File: src/rtl/mem_rw_arbiter_pkg.sv
// mem_rw_arbiter_pkg: shared types and constants for the IFU/LSU memory port arbiter.
package mem_rw_arbiter_pkg;

  typedef enum logic [1:0] {
    MEM_ARB_IDLE  = 2'd0,
    MEM_ARB_ISSUE = 2'd1,
    MEM_ARB_WAIT  = 2'd2
  } arb_state_e;

  typedef enum logic {
    MEM_OWNER_IFU = 1'b0,
    MEM_OWNER_LSU = 1'b1
  } owner_e;

  // Size code for a full 64-bit beat; every fetch reads a whole beat.
  localparam logic [2:0] MEM_SIZE_D = 3'b011;

  // Select the 32-bit instruction word out of a 64-bit beat by address bit 2.
  function automatic logic [31:0] pick_word(input logic hi, input logic [63:0] beat);
    return hi ? beat[63:32] : beat[31:0];
  endfunction

endpackage

File: src/rtl/mem_rw_arbiter_if.sv
// mem_rw_arbiter_if: IFU, LSU and RAM-side signals of the memory port arbiter.
// slave  = the arbiter's view, master = the view of the masters and RAM model.
interface mem_rw_arbiter_if #(
  parameter int AW = 64,
  parameter int DW = 64
);
  logic          ifu_req_valid_i;
  logic [AW-1:0] ifu_req_addr_i;
  logic          ifu_req_ready_o;
  logic          ifu_resp_valid_o;
  logic [31:0]   ifu_resp_instr_o;

  logic          lsu_req_valid_i;
  logic          lsu_req_wen_i;
  logic [AW-1:0] lsu_req_addr_i;
  logic [DW-1:0] lsu_req_wdata_i;
  logic [7:0]    lsu_req_wmask_i;
  logic [2:0]    lsu_req_size_i;
  logic          lsu_req_ready_o;
  logic          lsu_resp_valid_o;
  logic [DW-1:0] lsu_resp_data_o;

  logic          ram_rw_cen_o;
  logic          ram_rw_wen_o;
  logic [AW-1:0] ram_rw_addr_o;
  logic [DW-1:0] ram_rw_wdata_o;
  logic [7:0]    ram_rw_wmask_o;
  logic [2:0]    ram_rw_size_o;
  logic          ram_rw_ready_i;
  logic [DW-1:0] ram_rw_data_i;

  modport slave (
    input  ifu_req_valid_i, ifu_req_addr_i,
    output ifu_req_ready_o, ifu_resp_valid_o, ifu_resp_instr_o,
    input  lsu_req_valid_i, lsu_req_wen_i, lsu_req_addr_i, lsu_req_wdata_i,
    input  lsu_req_wmask_i, lsu_req_size_i,
    output lsu_req_ready_o, lsu_resp_valid_o, lsu_resp_data_o,
    output ram_rw_cen_o, ram_rw_wen_o, ram_rw_addr_o, ram_rw_wdata_o,
    output ram_rw_wmask_o, ram_rw_size_o,
    input  ram_rw_ready_i, ram_rw_data_i
  );

  modport master (
    output ifu_req_valid_i, ifu_req_addr_i,
    input  ifu_req_ready_o, ifu_resp_valid_o, ifu_resp_instr_o,
    output lsu_req_valid_i, lsu_req_wen_i, lsu_req_addr_i, lsu_req_wdata_i,
    output lsu_req_wmask_i, lsu_req_size_i,
    input  lsu_req_ready_o, lsu_resp_valid_o, lsu_resp_data_o,
    input  ram_rw_cen_o, ram_rw_wen_o, ram_rw_addr_o, ram_rw_wdata_o,
    input  ram_rw_wmask_o, ram_rw_size_o,
    output ram_rw_ready_i, ram_rw_data_i
  );

endinterface

File: src/rtl/mem_arb_pick.sv
// mem_arb_pick: one-hot grant selection between IFU and LSU while the arbiter is idle.
// MEM_ARB_RR_EN defined: round-robin on ties with a 1-bit last-grant pointer.
// MEM_ARB_RR_EN undefined: fixed LSU-over-IFU priority, no state.
module mem_arb_pick (
  input  logic clk,
  input  logic rst_n,
  input  logic ifu_valid,
  input  logic lsu_valid,
  input  logic idle,
  output logic ifu_gnt,
  output logic lsu_gnt
);

`ifdef MEM_ARB_RR_EN
  // 1 = LSU received the most recent grant; resets to "IFU last" so the first tie goes to LSU.
  logic last_lsu;

  // Tie goes to whichever master was not granted last.
  always_comb begin
    ifu_gnt = 1'b0;
    lsu_gnt = 1'b0;
    if (idle) begin
      if (ifu_valid && lsu_valid) begin
        lsu_gnt = ~last_lsu;
        ifu_gnt = last_lsu;
      end else begin
        lsu_gnt = lsu_valid;
        ifu_gnt = ifu_valid;
      end
    end
  end

  // Remember the owner of every grant.
  always_ff @(posedge clk) begin
    if (!rst_n) begin
      last_lsu <= 1'b0;
    end else if (ifu_gnt || lsu_gnt) begin
      last_lsu <= lsu_gnt;
    end
  end
`else
  // Clock and reset only feed the round-robin pointer.
  logic unused_clk_rst;
  assign unused_clk_rst = clk ^ rst_n;

  // LSU always wins so an in-flight load/store never starves behind fetch.
  always_comb begin
    lsu_gnt = idle && lsu_valid;
    ifu_gnt = idle && ifu_valid && !lsu_valid;
  end
`endif

endmodule

File: src/rtl/mem_rw_arbiter.sv
// mem_rw_arbiter: merges IFU fetches and LSU loads/stores onto the single ram_rw port.
// One access at a time through IDLE -> ISSUE -> WAIT; all RAM-side outputs registered.
// Optional MEM_ARB_RR_EN selects round-robin arbitration inside mem_arb_pick.
module mem_rw_arbiter
  import mem_rw_arbiter_pkg::*;
#(
  parameter int AW = 64,
  parameter int DW = 64
) (
  input logic             clk,
  input logic             rst_n,
  mem_rw_arbiter_if.slave bus
);

  arb_state_e    state;
  owner_e        owner;
  logic          idle;
  logic          ifu_gnt;
  logic          lsu_gnt;
  logic          req_wen;
  logic [AW-1:0] req_addr;
  logic [DW-1:0] req_wdata;
  logic [7:0]    req_wmask;
  logic [2:0]    req_size;

  // Gating with rst_n keeps both readies low while reset is held, even though
  // state only returns to IDLE on the reset edge.
  assign idle = rst_n && (state == MEM_ARB_IDLE);

  mem_arb_pick u_pick (
    .clk       (clk),
    .rst_n     (rst_n),
    .ifu_valid (bus.ifu_req_valid_i),
    .lsu_valid (bus.lsu_req_valid_i),
    .idle      (idle),
    .ifu_gnt   (ifu_gnt),
    .lsu_gnt   (lsu_gnt)
  );

  assign bus.ifu_req_ready_o = ifu_gnt;
  assign bus.lsu_req_ready_o = lsu_gnt;

  // Request fields of the winning master; a fetch is always a full-beat read.
  always_comb begin
    req_wen   = 1'b0;
    req_addr  = bus.ifu_req_addr_i;
    req_wdata = '0;
    req_wmask = '0;
    req_size  = MEM_SIZE_D;
    if (lsu_gnt) begin
      req_wen   = bus.lsu_req_wen_i;
      req_addr  = bus.lsu_req_addr_i;
      req_wdata = bus.lsu_req_wdata_i;
      req_wmask = bus.lsu_req_wmask_i;
      req_size  = bus.lsu_req_size_i;
    end
  end

  // Access sequencer: latch the grant, pulse cen once, wait for ready, respond to the owner.
  always_ff @(posedge clk) begin
    if (!rst_n) begin
      state                <= MEM_ARB_IDLE;
      owner                <= MEM_OWNER_IFU;
      bus.ram_rw_cen_o     <= 1'b0;
      bus.ram_rw_wen_o     <= 1'b0;
      bus.ram_rw_addr_o    <= '0;
      bus.ram_rw_wdata_o   <= '0;
      bus.ram_rw_wmask_o   <= '0;
      bus.ram_rw_size_o    <= '0;
      bus.ifu_resp_valid_o <= 1'b0;
      bus.ifu_resp_instr_o <= '0;
      bus.lsu_resp_valid_o <= 1'b0;
      bus.lsu_resp_data_o  <= '0;
    end else begin
      bus.ifu_resp_valid_o <= 1'b0;
      bus.lsu_resp_valid_o <= 1'b0;
      case (state)
        MEM_ARB_IDLE: begin
          if (ifu_gnt || lsu_gnt) begin
            bus.ram_rw_cen_o   <= 1'b1;
            bus.ram_rw_wen_o   <= req_wen;
            bus.ram_rw_addr_o  <= req_addr;
            bus.ram_rw_wdata_o <= req_wdata;
            bus.ram_rw_wmask_o <= req_wmask;
            bus.ram_rw_size_o  <= req_size;
            owner              <= lsu_gnt ? MEM_OWNER_LSU : MEM_OWNER_IFU;
            state              <= MEM_ARB_ISSUE;
          end
        end
        MEM_ARB_ISSUE: begin
          bus.ram_rw_cen_o <= 1'b0;
          state            <= MEM_ARB_WAIT;
        end
        MEM_ARB_WAIT: begin
          if (bus.ram_rw_ready_i) begin
            state <= MEM_ARB_IDLE;
            if (owner == MEM_OWNER_LSU) begin
              bus.lsu_resp_valid_o <= 1'b1;
              if (!bus.ram_rw_wen_o) begin
                bus.lsu_resp_data_o <= bus.ram_rw_data_i;
              end
            end else begin
              bus.ifu_resp_valid_o <= 1'b1;
              bus.ifu_resp_instr_o <= pick_word(bus.ram_rw_addr_o[2], bus.ram_rw_data_i);
            end
          end
        end
        default: begin
          state <= MEM_ARB_IDLE;
        end
      endcase
    end
  end

endmodule
File: src/flat_wrapper.sv
// flat-port wrapper written by rule: the top's interface ports become plain ports
module mem_rw_arbiter_flat import mem_rw_arbiter_pkg::*;
#(
  parameter int AW = 64,
  parameter int DW = 64
)
  (clk, rst_n, bus_ifu_req_valid_i, bus_ifu_req_addr_i, bus_ifu_req_ready_o, bus_ifu_resp_valid_o, bus_ifu_resp_instr_o, bus_lsu_req_valid_i, bus_lsu_req_wen_i, bus_lsu_req_addr_i, bus_lsu_req_wdata_i, bus_lsu_req_wmask_i, bus_lsu_req_size_i, bus_lsu_req_ready_o, bus_lsu_resp_valid_o, bus_lsu_resp_data_o, bus_ram_rw_cen_o, bus_ram_rw_wen_o, bus_ram_rw_addr_o, bus_ram_rw_wdata_o, bus_ram_rw_wmask_o, bus_ram_rw_size_o, bus_ram_rw_ready_i, bus_ram_rw_data_i);
  mem_rw_arbiter_if #(.AW(AW), .DW(DW)) bus_i ();
  input logic clk;
  input logic rst_n;
  input wire logic [$bits(bus_i.ifu_req_valid_i)-1:0] bus_ifu_req_valid_i;
  input wire logic [$bits(bus_i.ifu_req_addr_i)-1:0] bus_ifu_req_addr_i;
  output wire logic [$bits(bus_i.ifu_req_ready_o)-1:0] bus_ifu_req_ready_o;
  output wire logic [$bits(bus_i.ifu_resp_valid_o)-1:0] bus_ifu_resp_valid_o;
  output wire logic [$bits(bus_i.ifu_resp_instr_o)-1:0] bus_ifu_resp_instr_o;
  input wire logic [$bits(bus_i.lsu_req_valid_i)-1:0] bus_lsu_req_valid_i;
  input wire logic [$bits(bus_i.lsu_req_wen_i)-1:0] bus_lsu_req_wen_i;
  input wire logic [$bits(bus_i.lsu_req_addr_i)-1:0] bus_lsu_req_addr_i;
  input wire logic [$bits(bus_i.lsu_req_wdata_i)-1:0] bus_lsu_req_wdata_i;
  input wire logic [$bits(bus_i.lsu_req_wmask_i)-1:0] bus_lsu_req_wmask_i;
  input wire logic [$bits(bus_i.lsu_req_size_i)-1:0] bus_lsu_req_size_i;
  output wire logic [$bits(bus_i.lsu_req_ready_o)-1:0] bus_lsu_req_ready_o;
  output wire logic [$bits(bus_i.lsu_resp_valid_o)-1:0] bus_lsu_resp_valid_o;
  output wire logic [$bits(bus_i.lsu_resp_data_o)-1:0] bus_lsu_resp_data_o;
  output wire logic [$bits(bus_i.ram_rw_cen_o)-1:0] bus_ram_rw_cen_o;
  output wire logic [$bits(bus_i.ram_rw_wen_o)-1:0] bus_ram_rw_wen_o;
  output wire logic [$bits(bus_i.ram_rw_addr_o)-1:0] bus_ram_rw_addr_o;
  output wire logic [$bits(bus_i.ram_rw_wdata_o)-1:0] bus_ram_rw_wdata_o;
  output wire logic [$bits(bus_i.ram_rw_wmask_o)-1:0] bus_ram_rw_wmask_o;
  output wire logic [$bits(bus_i.ram_rw_size_o)-1:0] bus_ram_rw_size_o;
  input wire logic [$bits(bus_i.ram_rw_ready_i)-1:0] bus_ram_rw_ready_i;
  input wire logic [$bits(bus_i.ram_rw_data_i)-1:0] bus_ram_rw_data_i;
  assign bus_i.ifu_req_valid_i = bus_ifu_req_valid_i;
  assign bus_i.ifu_req_addr_i = bus_ifu_req_addr_i;
  assign bus_ifu_req_ready_o = bus_i.ifu_req_ready_o;
  assign bus_ifu_resp_valid_o = bus_i.ifu_resp_valid_o;
  assign bus_ifu_resp_instr_o = bus_i.ifu_resp_instr_o;
  assign bus_i.lsu_req_valid_i = bus_lsu_req_valid_i;
  assign bus_i.lsu_req_wen_i = bus_lsu_req_wen_i;
  assign bus_i.lsu_req_addr_i = bus_lsu_req_addr_i;
  assign bus_i.lsu_req_wdata_i = bus_lsu_req_wdata_i;
  assign bus_i.lsu_req_wmask_i = bus_lsu_req_wmask_i;
  assign bus_i.lsu_req_size_i = bus_lsu_req_size_i;
  assign bus_lsu_req_ready_o = bus_i.lsu_req_ready_o;
  assign bus_lsu_resp_valid_o = bus_i.lsu_resp_valid_o;
  assign bus_lsu_resp_data_o = bus_i.lsu_resp_data_o;
  assign bus_ram_rw_cen_o = bus_i.ram_rw_cen_o;
  assign bus_ram_rw_wen_o = bus_i.ram_rw_wen_o;
  assign bus_ram_rw_addr_o = bus_i.ram_rw_addr_o;
  assign bus_ram_rw_wdata_o = bus_i.ram_rw_wdata_o;
  assign bus_ram_rw_wmask_o = bus_i.ram_rw_wmask_o;
  assign bus_ram_rw_size_o = bus_i.ram_rw_size_o;
  assign bus_i.ram_rw_ready_i = bus_ram_rw_ready_i;
  assign bus_i.ram_rw_data_i = bus_ram_rw_data_i;
  mem_rw_arbiter #(.AW(AW), .DW(DW)) u_core (.clk(clk), .rst_n(rst_n), .bus(bus_i));
endmodule
File: config.mk
export PLATFORM = sky130hd
export DESIGN_NAME = mem_rw_arbiter_flat
export DESIGN_NICKNAME = d
export VERILOG_FILES = /design/src/rtl/mem_rw_arbiter_pkg.sv /design/src/rtl/mem_rw_arbiter_if.sv /design/src/rtl/mem_arb_pick.sv /design/src/rtl/mem_rw_arbiter.sv /design/src/flat_wrapper.sv
export SDC_FILE = /design/constraint.sdc
export NUM_CORES = 1
export LEC_CHECK = 0
export CAP_MARGIN = 10
export CORE_AREA = 4 4 199 201
export DETAILED_ROUTE_END_ITERATION = 8
export DIE_AREA = 0 0 203 205
export GPL_ROUTABILITY_DRIVEN = 0
export PLACE_DENSITY = 0.63
export SYNTH_ARGS = -nofsm -noshare
export SYNTH_HDL_FRONTEND = slang
export SYNTH_HIERARCHICAL = 1
export SYNTH_SLANG_ARGS = --single-unit
File: constraint.sdc
create_clock -name clk -period 6.8 [get_ports clk]
set_clock_uncertainty 0.2 [all_clocks]
set_input_delay 1.36 -clock clk [delete_from_list [all_inputs] [get_ports clk]]
set_output_delay 1.36 -clock clk [all_outputs]
set_load 0.02 [all_outputs]
==> results.md <==
| Stage | Parameter | Value |
|:---|:---|:---|
| die | Overall die area | 0.0416 sq mm |
| logic synthesis | Largest area contributor in the synthesized netlist | sky130_fd_sc_hd__dfxtp_1 |
| timing | Final count of hold timing violations | 0 |
| pwr | Switching share of power | 0.274 |
| cts | Post-CTS sizing | 0 |
| timing | Worst Hold Margin | 0.255 ns |
| logic synthesis | Synth Instances | 1077 |
| logic synthesis | Syn Nets | 1350 |
| layout | Register area | 0.00485 sq mm |
| worst setup path | Maximum single-stage delay on the critical path | 0.65 ns |
| pwr | Switching power | 1.03 mW |
| worst setup path | Critical Path AT | 3.28 ns |
| worst setup path | Ordered list of cells on the worst path | buf_4 -> inv_6 -> nor2_1 -> and3b_1 -> clkdlybuf4s50_1 |
| drt | Detailed-router iteration count before antenna repair | 4 |
| layout | Post-layout nets | 1802 |
| drt | Max layer used | met5 |
| pwr | VDD IR-drop max | 0.171 mV |
| cts | CTS Hold Bufs | 0 |
| pwr | PwrDens | 232 mW/mm^2 |
| global routing | Antenna violations before repair | 2 |
| worst setup path | Worst-path cell with the longest stage delay | sky130_fd_sc_hd__clkdlybuf4s50_1 |
| drt | Detailed-routed wire length on met2 | 18800 microns |
| global routing | Vias in the first global route | 9551 |
| layout | Diodes inserted | 0 |
| placement | Count of input and output buffers | 513 |
| drt | Total routed wire length on the met1 layer | 15700 microns |
| min path | Beginning of the worst hold path | u_core/bus.lsu_resp_data_o[50] |
| placement | HPWL after detailed placement | 28000 microns |
| timing | Fin. max-slew vios | 0 |
| die | Core Region | 0.0376 sq mm |
| pwr | Int Pwr | 2.74 mW |
| cts | CTS clock-pin slew for the worst setup and hold paths | 0.05 ns |
| cts | Number of buffers created by CTS | 28 |
| timing | Actual transition at the worst max-transition pin | 1.08 ns |
| placement | Placed Cells incl. Taps | 2010 |
| worst setup path | Start point of the critical path | rst_n |
| die | Floorplan die height | 205 microns |
| min path | Type of the tightest min-delay check | flop to flop |
| worst setup path | Worst r2r src | u_core/state[1] |
| layout | Core Util, Final | 0.433 |
| timing | Final critical-path share of the clock period | 0.712 |
| logic synthesis | Count of synthesis-stage warnings from yosys | 6 |
| global routing | Maximum number of pins on one net before global-route repair | 79 |
| flow run | Max-cap violations | 0 |
| timing | Time the final worst path needs with I/O delays and setup | 4.84 ns |
| timing | Max-slew headroom | 0.281 |
| logic synthesis | Main synth FF type | sky130_fd_sc_hd__dfxtp_1 |
| cts | H-tree Lvls | 1 |
| global routing | First-pass GRT wire length | 57600 microns |
| status | Run status | finished clean |
| cts | Post CTS Setup Buffer Count | 0 |
| pwr | Sequential fraction of design power | 0.408 |
| drt | Mean number of vias per cell | 4.64 |
| logic synthesis | Post-synthesis register bit count | 242 |
| worst setup path | Kind of capture point of the worst setup path | output port |
| worst setup path | Crit start category | input port |
| logic synthesis | Area share of the largest cell type after synthesis | 0.484 |
| layout | Layout overhead on the synthesized area | 62.6% |
| layout | Number of cells in the finished layout apart from fillers | 2056 |
| worst setup path | Crit-path max FO | 57 |
| logic synthesis | Most common cell in the synthesized netlist | sky130_fd_sc_hd__dfxtp_1 |
| worst setup path | Start-to-end type of the worst setup path | input port to output port |
| drt | Antenna-violating nets left | 0 |
| logic synthesis | Sequential cell area fraction in the yosys report | 0.484 |
| logic synthesis | Area contributors post-synth | sky130_fd_sc_hd__dfxtp_1, sky130_fd_sc_hd__mux2i_1, sky130_fd_sc_hd__nand2_1, sky130_fd_sc_hd__a21oi_1, sky130_fd_sc_hd__a211oi_2 |
| die | Die boundary width | 203 microns |
| cts | Cell at the root of the clock tree | sky130_fd_sc_hd__clkbuf_16 |
| logic synthesis | Post-synthesis cell type count | 30 |
| logic synthesis | Number of enable-type register cells in the synthesized netlist | 0 |
| die | Number of primary I/O pins | 514 |
| die | # rows | 71 |
| pwr | Post-layout total power | 3.77 mW |
| timing | Final number of setup-violating endpoints | 0 |
| logic synthesis | Commonest cells in the netlist | sky130_fd_sc_hd__dfxtp_1, sky130_fd_sc_hd__nand2_1, sky130_fd_sc_hd__mux2i_1 |
| timing | Max Freq | 206 MHz |
| drt | Drt total wl | 38900 microns |
| layout | Footprint of the multi-input gates | 0.00466 sq mm |
| cts | TritonCTS clock tree | done |
| cts | Clock latency reported for the late side of the worst-skew pair | 0.55 ns |
| drt | DRC violation total after the first TritonRoute iteration | 465 |
| logic synthesis | Synthesized cell area | 0.0100 sq mm |
| die | Starting Density | 0.267 |
| logic synthesis | Syn Area/Cell | 9.30 sq um |
| cts | Number of buffers on the longest clock path | 3 |
| layout | Ratio of cells with drive above 1 in the final layout | 0.0693 |
| pwr | Share of total power in combinational logic | 0.206 |
| logic synthesis | Async S/R FF share, synth | 0 |
| timing | Setup tns final | 0 ns |
| drt | DRC violation count after routing | 0 |
| cts | Clock sink count | 242 |
| pwr | Clock Power Share | 0.386 |
| global routing | GRT Residual Overflow | 0 |
| global routing | All-Layer GR Usage | 0.172 |
| drt | Wire length per cell | 18.9 microns |
| drt | WL met3 | 3670 microns |
| pwr | LEAKAGE | 5.49 nW |
| layout | Total of fill cells in the finished design | 3714 |
| worst setup path | Data required time at the worst endpoint | 5.24 ns |
| timing | RSZ-0062 raised after global routing | no |
| drt | Total via count after detailed routing | 9532 |
## final timing paths
path | cells after the start | end | slack [ns]
setup / recovery | 5 | bus_ifu_req_ready_o | 1.96
hold / removal | 2 | u_core/bus.lsu_resp_data_o[50] | 0.26
hold reg to reg | 2 | u_core/bus.lsu_resp_data_o[50] | 0.26
setup reg to reg | 8 | u_core/bus.ram_rw_addr_o[3] | 3.41
## per-stage QoR
stage / area [sq um] / setup WS (ns)
after floorplan: 10000 / 2.87
after global placement: 15400 / 1.93
after detailed placement: 15400 / 1.92
after CTS: 16300 / 1.92
after global routing: 16300 / 1.75
final: 16300 / 1.96
## critical path, delay by kind of cell
kind,cells,cell delay (ns)
buffers and inverters,3,1.39
and+or+nand+nor,2,0.50
## layout make-up
class                           count  share of cell area
Timing Repair Buffer              527               0.322
Sequential cell                   242               0.298
Multi-Input combinational cell    728               0.286
Clock buffer                       42              0.0506
Tap cell                          511              0.0393
Clock inverter                      4             0.00361
Inverter                            2            0.000769
## kinds of logic after synthesis
family                 Yosys count  share of synthesized area
muxes                          160                      0.160
and+or+nand+nor                255                      0.102
buffers and inverters          107                     0.0520
AOI/OAI and AO/OA              313                      0.202
DFF                            242                      0.484
## state kept, by name, indices dropped and copies added, names as in the netlist
name                         count
u_core/bus.lsu_resp_valid_o      1
u_core/state                     2
u_core/bus.ram_rw_wmask_o        8
u_core/bus.ifu_resp_valid_o      1
u_core/bus.lsu_resp_data_o      64
u_core/bus.ram_rw_wen_o          1
u_core/owner                     1
u_core/bus.ifu_resp_instr_o     32
u_core/bus.ram_rw_wdata_o       64
u_core/bus.ram_rw_addr_o        64
u_core/bus.ram_rw_cen_o          1
u_core/bus.ram_rw_size_o         3
## power groups by stage
stage               Clock [mW]  Sequential [mW]  Combinational [mW]
finish                    1.45             1.54               0.778
global route              1.56             1.55               0.830
CTS                       1.50             1.54               0.784
detailed placement           0             1.57               0.781
global placement             0             1.56               0.776
floorplan                    0             1.65               0.299
## layout by cell type (no fill, tap or decap), drive strengths merged, types with 2 or more instances in the layout
| cell | n |
|---|---|
| o221a | 2 |
| clkdlybuf4s50 | 512 |
| buf | 15 |
| inv | 2 |
| a21oi | 138 |
| nor2 | 39 |
| clkinv | 2 |
| and2 | 3 |
| a211oi | 95 |
| or2 | 2 |
| clkbuf | 42 |
| nand2 | 203 |
| o21ai | 76 |
| mux2i | 160 |
| nand2b | 2 |
| dfxtp | 242 |
## metal layers
metal / vias up / GRT usage
met5: - / 0
met4: 4 / 0.0412
met3: 54 / 0.0643
met2: 345 / 0.297
met1: 4473 / 0.204
li1: 4656 / -
Note: power is estimated with default switching activity, not from simulation.
